`src/rtl/dmem_responder.sv`:
```
// Handshaked fixed-latency word memory for MEM-stage loads and stores.
// One access in flight; stall_o holds the pipeline until the single-cycle ack.
module dmem_responder #(
   parameter int unsigned DEPTH   = 32,
   parameter int unsigned LATENCY = 4
) (
   input  logic        clk_i,
   input  logic        rst_i,
   input  logic        req_i,
   input  logic        we_i,
   input  logic [31:0] addr_i,
   input  logic [31:0] wdata_i,
   output logic        ready_o,
   output logic        ack_o,
   output logic [31:0] rdata_o,
   output logic        err_o,
   output logic        stall_o
);

   localparam int unsigned AW = $clog2(DEPTH);
   localparam int unsigned CW = (LATENCY > 1) ? $clog2(LATENCY) : 1;
   localparam bit          ONE_CYCLE = (LATENCY == 1);
   localparam logic [CW-1:0] CNT_INIT = CW'((LATENCY >= 2) ? (LATENCY - 2) : 0);
   localparam logic [29:0] DEPTH_W = 30'(DEPTH);

   typedef enum logic [1:0] {
      S_IDLE,
      S_WAIT,
      S_RESP
   } state_t;

   state_t          state_q;
   logic [CW-1:0]   cnt_q;
   logic            we_q;
   logic [AW-1:0]   idx_q;
   logic            lerr_q;
   logic [31:0]     wdata_q;
   logic            ack_q;
   logic            err_q;
   logic [31:0]     rdata_q;
   logic [31:0]     mem_q [DEPTH];

   logic            in_err_d;
   logic [AW-1:0]   in_idx_d;
   logic            go_resp_d;
   logic            sel_we_d;
   logic            sel_err_d;
   logic [AW-1:0]   sel_idx_d;
   logic [31:0]     sel_wdata_d;
   logic            mem_we_d;

   assign in_err_d = (|addr_i[1:0]) | (addr_i[31:2] >= DEPTH_W);
   assign in_idx_d = addr_i[AW+1:2];

   // With LATENCY == 1 the response is produced on the accepting edge itself,
   // so the live request fields are used instead of the not-yet-latched copies.
   always_comb begin
      go_resp_d   = 1'b0;
      sel_we_d    = we_q;
      sel_err_d   = lerr_q;
      sel_idx_d   = idx_q;
      sel_wdata_d = wdata_q;
      if (state_q == S_IDLE) begin
         go_resp_d   = req_i & ONE_CYCLE;
         sel_we_d    = we_i;
         sel_err_d   = in_err_d;
         sel_idx_d   = in_idx_d;
         sel_wdata_d = wdata_i;
      end else if (state_q == S_WAIT) begin
         go_resp_d   = (cnt_q == '0);
      end
   end

   // Reset held low must never commit a write, even with a request pending.
   assign mem_we_d = rst_i & go_resp_d & sel_we_d & ~sel_err_d;

   always_ff @(posedge clk_i) begin
      if (mem_we_d) begin
         mem_q[sel_idx_d] <= sel_wdata_d;
      end
   end

   always_ff @(posedge clk_i or negedge rst_i) begin
      if (!rst_i) begin
         state_q <= S_IDLE;
         cnt_q   <= '0;
         we_q    <= 1'b0;
         idx_q   <= '0;
         lerr_q  <= 1'b0;
         wdata_q <= '0;
         ack_q   <= 1'b0;
         err_q   <= 1'b0;
         rdata_q <= '0;
      end else begin
         case (state_q)
            S_IDLE: begin
               if (req_i) begin
                  we_q    <= we_i;
                  idx_q   <= in_idx_d;
                  lerr_q  <= in_err_d;
                  wdata_q <= wdata_i;
                  if (ONE_CYCLE) begin
                     state_q <= S_RESP;
                  end else begin
                     cnt_q   <= CNT_INIT;
                     state_q <= S_WAIT;
                  end
               end
            end
            S_WAIT: begin
               if (cnt_q == '0) begin
                  state_q <= S_RESP;
               end else begin
                  cnt_q <= cnt_q - CW'(1);
               end
            end
            S_RESP: begin
               state_q <= S_IDLE;
               ack_q   <= 1'b0;
               err_q   <= 1'b0;
            end
            default: begin
               state_q <= S_IDLE;
            end
         endcase

         if (go_resp_d) begin
            ack_q <= 1'b1;
            err_q <= sel_err_d;
            if (!sel_we_d) begin
               rdata_q <= sel_err_d ? '0 : mem_q[sel_idx_d];
            end
         end
      end
   end

   assign ready_o = (state_q == S_IDLE);
   assign ack_o   = ack_q;
   assign err_o   = err_q;
   assign rdata_o = rdata_q;
   assign stall_o = req_i & ~ack_q;

endmodule
```
`config.mk`:
```
export PLATFORM = sky130hd
export DESIGN_NAME = dmem_responder
export DESIGN_NICKNAME = d
export VERILOG_FILES = /design/src/rtl/dmem_responder.sv
export SDC_FILE = /design/constraint.sdc
export NUM_CORES = 1
export LEC_CHECK = 0
export ABC_AREA = 1
export BUFFER_PORTS_ARGS = -buffer_cell sky130_fd_sc_hd__buf_2
export CORE_UTILIZATION = 30
export CTS_CLUSTER_DIAMETER = 100
export CTS_CLUSTER_SIZE = 8
export DETAILED_ROUTE_END_ITERATION = 6
export GPL_ROUTABILITY_DRIVEN = 0
export SLEW_MARGIN = 20
export SYNTH_ARGS = -nofsm -noshare
export SYNTH_HDL_FRONTEND = slang
export SYNTH_SLANG_ARGS = --single-unit
export TNS_END_PERCENT = 10
```
`constraint.sdc`:
```
create_clock -name clk_i -period 4.7 [get_ports clk_i]
set_input_delay 0.47 -clock clk_i [delete_from_list [all_inputs] [get_ports clk_i]]
set_output_delay 0.47 -clock clk_i [all_outputs]
set_load 0.01 [all_outputs]
```
==> impl_metrics.env, run 1 <==
export IMPL_synth_yosys_warnings=0
export IMPL_worst_setup_hold_path_clk_slew_ps=50
export IMPL_mostFrequentLayoutCell="sky130_fd_sc_hd__nand2_1"
export IMPL_power_total_w=0.0377
export IMPL_instances_no_fill=7504
export IMPL_timing_critical_path_buf_inv=2
export IMPL_timing_hold_worst_class="primary input to register"
export IMPL_power_leakage_nw=25.6
export IMPL_cts_root_buffer="sky130_fd_sc_hd__clkbuf_16"
export IMPL_run_status="finished clean"
export IMPL_via_per_inst=4.48
export IMPL_power_density_nw_per_um2=660
export IMPL_starting_density_of_the_core_pct=30.2
export IMPL_timing_max_cap_violations=0
export IMPL_io_pin_count=104
export IMPL_layout_nets=5315
export IMPL_drt_antenna_violating_nets=0
export IMPL_cp_slowest_cell="sky130_fd_sc_hd__nand2_1"
export IMPL_post_place_cells=7223
export IMPL_met2_wirelength_from_detailed_routing_um=65200
export IMPL_worstSkewPairLatency_ps=780
export IMPL_place_detailed_hpwl_um=82000
export IMPL_report_final_setup_viol=0
export IMPL_port_buffers=103
export IMPL_criticalPathCategory="register to register"
export IMPL_firstDrtPassIters=6
export IMPL_drv_slew=0
export IMPL_worstPathRequired_ps=5170
export IMPL_final_hold_viols=0
export IMPL_wl_met3_um=10800
export IMPL_timing_fmax_ghz=0.258
export IMPL_relSlewSlack_pct=26.0
export IMPL_clock_tree_htree_level_count=4
export IMPL_clock_net_sink_count=1101
export IMPL_core_area_um2=160000
export IMPL_numCtsBuffers=156
export IMPL_vias=33600
export IMPL_cts_root_to_sink_buffers=3
export IMPL_die_area_um2=163000
export IMPL_grt_remaining_overflow=0
export IMPL_grt_pass1_wl_um=207000
export IMPL_largest_delay_contributor_family_on_the_critical_path="simple AND/OR/NAND/NOR gates"
export IMPL_synth_seq_cells=1101
export IMPL_whs_ps=39.6
export IMPL_irDropWorstVdd_v=0.000672
export IMPL_syn_cell_area_um2=48400
export IMPL_grt_start_max_net_pins=138
export IMPL_setup_total_negative_slack_ps=0
export IMPL_grt_antenna_before_repair=14
export IMPL_grt_pass1_vias=32400
export IMPL_gate_count_after_technology_mapping=5057
export IMPL_number_of_rows_in_the_core_area=147
export IMPL_critical_path_launch_point_type="register"
export IMPL_globalRouteTotalUtil_pct=17.1
export IMPL_most_frequent_cells_in_the_layout="sky130_fd_sc_hd__nand2_1 (2,322), sky130_fd_sc_hd__edfxtp_1 (1,024), sky130_fd_sc_hd__inv_1 (870)"
export IMPL_cp_max_fo=132
export IMPL_layout_drive_gt1_share_pct=9.10
export IMPL_area_growth_from_synthesis_to_final_layout_pct=18.3
export IMPL_detail_route_wirelength_met1_um=58900
export IMPL_post_synthesis_net_count=5126
export IMPL_chipWidth_um=404
export IMPL_post_route_period_util_pct=82.5
export IMPL_clock_skews_ps=28.4
export IMPL_crit_path_end_kind="register"
export IMPL_critPathArrivalTime_ps=4340
export IMPL_tritoncts="built"
export IMPL_period_minus_slack_ps=3880
export IMPL_dr_max_layer_used="met5"
export IMPL_post_synth_cell_area_avg_um2=9.57
export IMPL_transition_time_of_the_tightest_slew_check_pin_ps=1110
export IMPL_wirelength_um=140000
export IMPL_cpPeakStageDelay_ps=720
export IMPL_drt_iter0_drcs=3697
export IMPL_cts_resized_gates=0
export IMPL_die_height_um=404
export IMPL_grt_setup_unrepaired="no"
export IMPL_synth_lib_cells_used_distinct=31
export IMPL_drc=0
export IMPL_wl_per_cell_um=18.6
export IMPL_ys_seq_area_share_pct=67.5
export IMPL_cp_cell_sequence="nor2_4, nand2_1, o21ai_4, buf_12, nand2_1, nor2_4, buf_12"
## power breakdown
part	internal [W]	switching (W)
clock network	0.00625	0.00417
registers	0.0127	0.000147
logic	0.00323	0.0113
total	0.0222	0.0156
## logic make-up after synthesis
logic type / Yosys count / synth area share [%]
muxes: 1 / 0.0207
AOI/OAI and AO/OA: 327 / 3.46
adders and majority gates: 1 / 0.0259
buffers and inverters: 1093 / 8.99
DFF: 1101 / 67.5
and+or+nand+nor: 2534 / 20.0
## metal layers
| metal | up-vias | track usage [%] |
|---|---|---|
| met4 | 4 | 7.15 |
| met1 | 16000 | 23.0 |
| met3 | 225 | 2.35 |
| li1 | 16100 | - |
| met2 | 1269 | 27.5 |
| met5 | - | 0 |
## final cells by class
class	instances	area [um^2]
inverters	881	3320
multi-input cells	2863	12000
well taps	2160	2700
diodes	1	2.50
repair buffers	243	2040
flip-flops and latches	1101	32700
fillers	16000	103000
clock inverters	13	224
clock buffers	242	4270
## per-stage QoR
step	setup slack (ps)	utilization (%)	cell area, um^2
3_5_place_dp	978	32.7	52500
2_1_floorplan	1300	-	48400
5_1_grt	717	35.7	57200
3_3_place_gp	1000	32.7	52500
6_report	824	35.7	57200
4_1_cts	930	35.7	57200
## Yosys cell counts
cell type                  instances  area (um^2)
sky130_fd_sc_hd__nand2_1        2325         8730
sky130_fd_sc_hd__edfxtp_1       1024        30700
sky130_fd_sc_hd__inv_1           870         3270
sky130_fd_sc_hd__o21ai_0         257         1290
sky130_fd_sc_hd__nor2_1          144          541
sky130_fd_sc_hd__buf_2            88          440
sky130_fd_sc_hd__dfrtp_1          77         1930
sky130_fd_sc_hd__clkbuf_1         73          274
sky130_fd_sc_hd__a21oi_1          61          305
sky130_fd_sc_hd__nand3_1          46          230
sky130_fd_sc_hd__buf_4            33          248
sky130_fd_sc_hd__buf_1            16         60.1
sky130_fd_sc_hd__inv_2            10         37.5
sky130_fd_sc_hd__nor3_2            5         50.1
sky130_fd_sc_hd__nand2_2           3         18.8
sky130_fd_sc_hd__o21ai_2           3         26.3
sky130_fd_sc_hd__a31oi_1           2         12.5
sky130_fd_sc_hd__buf_6             2         22.5
sky130_fd_sc_hd__nand3_2           2         20.0
sky130_fd_sc_hd__nand3b_1          2         15.0
sky130_fd_sc_hd__nor3_1            2         10.0
sky130_fd_sc_hd__o21ai_1           2         10.0
sky130_fd_sc_hd__o21ai_4           2         32.5
sky130_fd_sc_hd__and2_0            1         6.26
sky130_fd_sc_hd__clkinv_1          1         3.75
sky130_fd_sc_hd__ha_1              1         12.5
sky130_fd_sc_hd__mux2i_1           1         10.0
sky130_fd_sc_hd__nor2_4            1         11.3
sky130_fd_sc_hd__nor3_4            1         16.3
sky130_fd_sc_hd__nor3b_2           1         12.5
sky130_fd_sc_hd__or2_1             1         6.26
## final timing paths
| check | start | endpoint | slack, ps | cells past startpoint |
|---|---|---|---|---|
| setup / recovery | state_q[0] | mem_q[29][5] | 820 | 7 |
| hold / removal | wdata_i[30] | wdata_q[30] | 40 | 3 |
| setup reg to reg | state_q[0] | mem_q[29][5] | 820 | 7 |
| hold reg to reg | rdata_o[14] | rdata_o[14] | 480 | 2 |
| max in group asynchronous | rst_i | wdata_q[16] | 3100 | 3 |
| min in group asynchronous | rst_i | rdata_o[20] | 190 | 2 |
## worst min-delay path, delay by kind of cell
kind,cells,cell delay [ps]
AOI/OAI and AO/OA,1,160
buffers and inverters,2,140
## sequential cells by signal, summed over array words and instances (netlist names)
register	count
lerr_q	1
state_q	2
mem_q	1024
wdata_q	32
we_q	1
cnt_q	2
rdata_o	32
err_o	1
idx_q	5
ack_o	1
## timing repair
| item | in CTS | in global routing |
|---|---|---|
| buffers inserted | 0 | 0 |
| hold buffers | 24 | 0 |
| endpoints found under the hold margin | 42 | 0 |
Note: power is estimated with default switching activity, not from simulation.
==> run 2, diff against run 1 <==
==> constraint.sdc (replaced) <==
create_clock -name clk_i -period 3.5 [get_ports clk_i]
set_input_delay 0.35 -clock clk_i [delete_from_list [all_inputs] [get_ports clk_i]]
set_output_delay 0.35 -clock clk_i [all_outputs]
set_load 0.01 [all_outputs]
==> run 2 against run 1 <==
Critical path depth increased by 6. First-iteration DRC count decreased by 11%. Highest routed layer unchanged. Critical endpoint is now mem_q[31][27]. Largest power group unchanged. Clock power increased by 34%. Sequential power increased by 34%. Die area unchanged. Design area increased by 0.90%.
==> impl_metrics.env, run 2 (same netlist as run 1, synthesis figures left out) <==
export IMPL_largest_reg_flops=1024
export IMPL_die_area_um2=163000
export IMPL_grt_start_max_net_pins=100
export IMPL_drc=0
export IMPL_clock_skews_ps=34.1
export IMPL_place_detailed_hpwl_um=81100
export IMPL_cts_root_buffer="sky130_fd_sc_hd__clkbuf_16"
export IMPL_final_seq_area_um2=32700
export IMPL_grt_antenna_before_repair=1
export IMPL_placed_cell_area_um2=52800
export IMPL_port_buffers=103
export IMPL_crit_path_end_kind="register"
export IMPL_grt_pass1_vias=32300
export IMPL_holdPathEnd="we_q"
export IMPL_grt_busiest_layer="met2"
export IMPL_cp_max_fo=13
export IMPL_cts_resized_gates=0
export IMPL_cts_root_to_sink_buffers=3
export IMPL_final_hold_viols=0
export IMPL_worstSkewPairLatency_ps=780
export IMPL_grt_use_met2_pct=27.1
export IMPL_transition_time_of_the_tightest_slew_check_pin_ps=1220
export IMPL_number_of_rows_in_the_core_area=147
export IMPL_global_route_usage_met1_pct=23.9
export IMPL_critPathArrivalTime_ps=3550
export IMPL_clock_tree_htree_level_count=4
export IMPL_hold_path_cell_count=5
export IMPL_firstDrtPassIters=6
export IMPL_cpPeakStageDelay_ps=570
export IMPL_die_height_um=404
export IMPL_starting_density_of_the_core_pct=30.2
export IMPL_grt_met3_usage_pct=2.56
export IMPL_rr_startpoint="state_q[0]"
export IMPL_area_growth_from_synthesis_to_final_layout_pct=19.3
export IMPL_grt_setup_unrepaired="no"
export IMPL_timing_hold_worst_class="primary input to register"
export IMPL_wl_per_cell_um=18.4
export IMPL_irDropWorstVdd_v=0.000622
export IMPL_max_flop_register="mem_q"
export IMPL_timing_max_cap_violations=0
export IMPL_grt_remaining_overflow=0
export IMPL_drv_slew=0
export IMPL_timing_fmax_ghz=0.323
export IMPL_numCtsBuffers=155
export IMPL_report_final_setup_viol=0
export IMPL_r2r_setup_slack_ps=480
export IMPL_cp_cell_sequence="dlygate4sd3_1, buf_2, nor3_1, dlygate4sd3_1, nand2_1, nor2_1, nand3_1, nand2_1, nor3b_2, buf_4, nand2_1, nor2_4, buf_12"
export IMPL_most_frequent_cells_in_the_layout="sky130_fd_sc_hd__nand2_1 (2,322), sky130_fd_sc_hd__edfxtp_1 (1,024), sky130_fd_sc_hd__inv_1 (870)"
export IMPL_power_leakage_nw=25.9
export IMPL_grt_pass1_wl_um=207000
export IMPL_multi_input_area_um2=11900
export IMPL_fillerInstances=16000
export IMPL_globalRouteTotalUtil_pct=17.1
export IMPL_via_per_inst=4.46
export IMPL_core_area_um2=160000
export IMPL_ff2ff_path_depth=13
export IMPL_power_density_nw_per_um2=860
export IMPL_tritoncts="built"
export IMPL_layout_drive_gt1_share_pct=9.85
export IMPL_cp_slowest_cell="sky130_fd_sc_hd__dlygate4sd3_1"
export IMPL_post_route_period_util_pct=88.5
export IMPL_reg2reg_to="rdata_o[10]"
export IMPL_cp_common_cell="sky130_fd_sc_hd__nand2_1"
export IMPL_critical_path_launch_point_type="primary input"
export IMPL_wirelength_um=139000
export IMPL_criticalPathCategory="primary input to register"
export IMPL_drt_antenna_violating_nets=0
export IMPL_clock_net_sink_count=1101
export IMPL_period_minus_slack_ps=3100
export IMPL_postLayoutCellArea_um2=57700
export IMPL_mostFrequentLayoutCell="sky130_fd_sc_hd__nand2_1"
export IMPL_run_status="finished clean"
export IMPL_setup_total_negative_slack_ps=0
export IMPL_vias=33800
export IMPL_drt_iter0_drcs=3294
export IMPL_chipWidth_um=404
export IMPL_relSlewSlack_pct=18.9
export IMPL_layout_nets=5380
export IMPL_start_point_of_the_worst_min_delay_path="req_i"
export IMPL_io_pin_count=104
export IMPL_worstPathRequired_ps=3950
export IMPL_worst_setup_hold_path_clk_slew_ps=60
[run 2: cell type report]
class / count / area share, %
timing repair buffer: 309 / 4.70
tap: 2160 / 4.68
multi-input combinational: 2863 / 20.6
sequential: 1101 / 56.6
clock inverter: 13 / 0.319
antenna: 3 / 0.0130
inverter: 881 / 5.74
clock buffer: 243 / 7.40
[run 2: worst max path at each step]
stage                     cells past startpoint       endpoint  slack [ps]       start
after floorplan                              10   mem_q[24][0]         100  state_q[0]
after global placement                       13    rdata_o[10]         570  state_q[0]
after detailed placement                     13    rdata_o[10]         540  state_q[0]
after CTS                                    13   mem_q[9][20]         470  addr_i[26]
after global routing                         13    rdata_o[10]         260  state_q[0]
final                                        13  mem_q[31][27]         400  addr_i[26]
[run 2: metrics by stage]
stage                     power, W  hold slack, ps  utilization, %  worst slack [ps]  instances
after floorplan             0.0287            54.4               -               100       5057
after global placement      0.0357             466            32.9               573       7269
after detailed placement    0.0358             463            32.9               541       7269
after CTS                   0.0498            16.3            36.0               465       7568
after global routing        0.0523            79.2            36.0               262       7570
final                       0.0497            56.4            36.0               404       7573
[run 2: where the power goes]
group | switching (W) | internal (W)
Clock | 0.00555 | 0.00832
Combinational | 0.0139 | 0.00463
Sequential | 0.000219 | 0.0170
Total | 0.0197 | 0.0300
[run 2: repair_timing]
action / in CTS / in global routing
setup buffers: 0 / 0
hold buffers: 43 / 0
endpoints found under the hold margin: 58 / 0
[run 2: per-layer routing]
layer | part of all wire, % | routed length [um] | vias up
met2 | 46 | 63500 | 1237
li1 | - | - | 16200
met5 | 0.0093 | 13 | -
met1 | 44 | 61000 | 16100
met3 | 7.6 | 10600 | 239
met4 | 2.9 | 4100 | 2
[run 2: critical path, delay by kind of cell]
kind | cells | cell delay [ps]
AND/OR/NAND/NOR | 8 | 1480
buffers and inverters | 5 | 1680
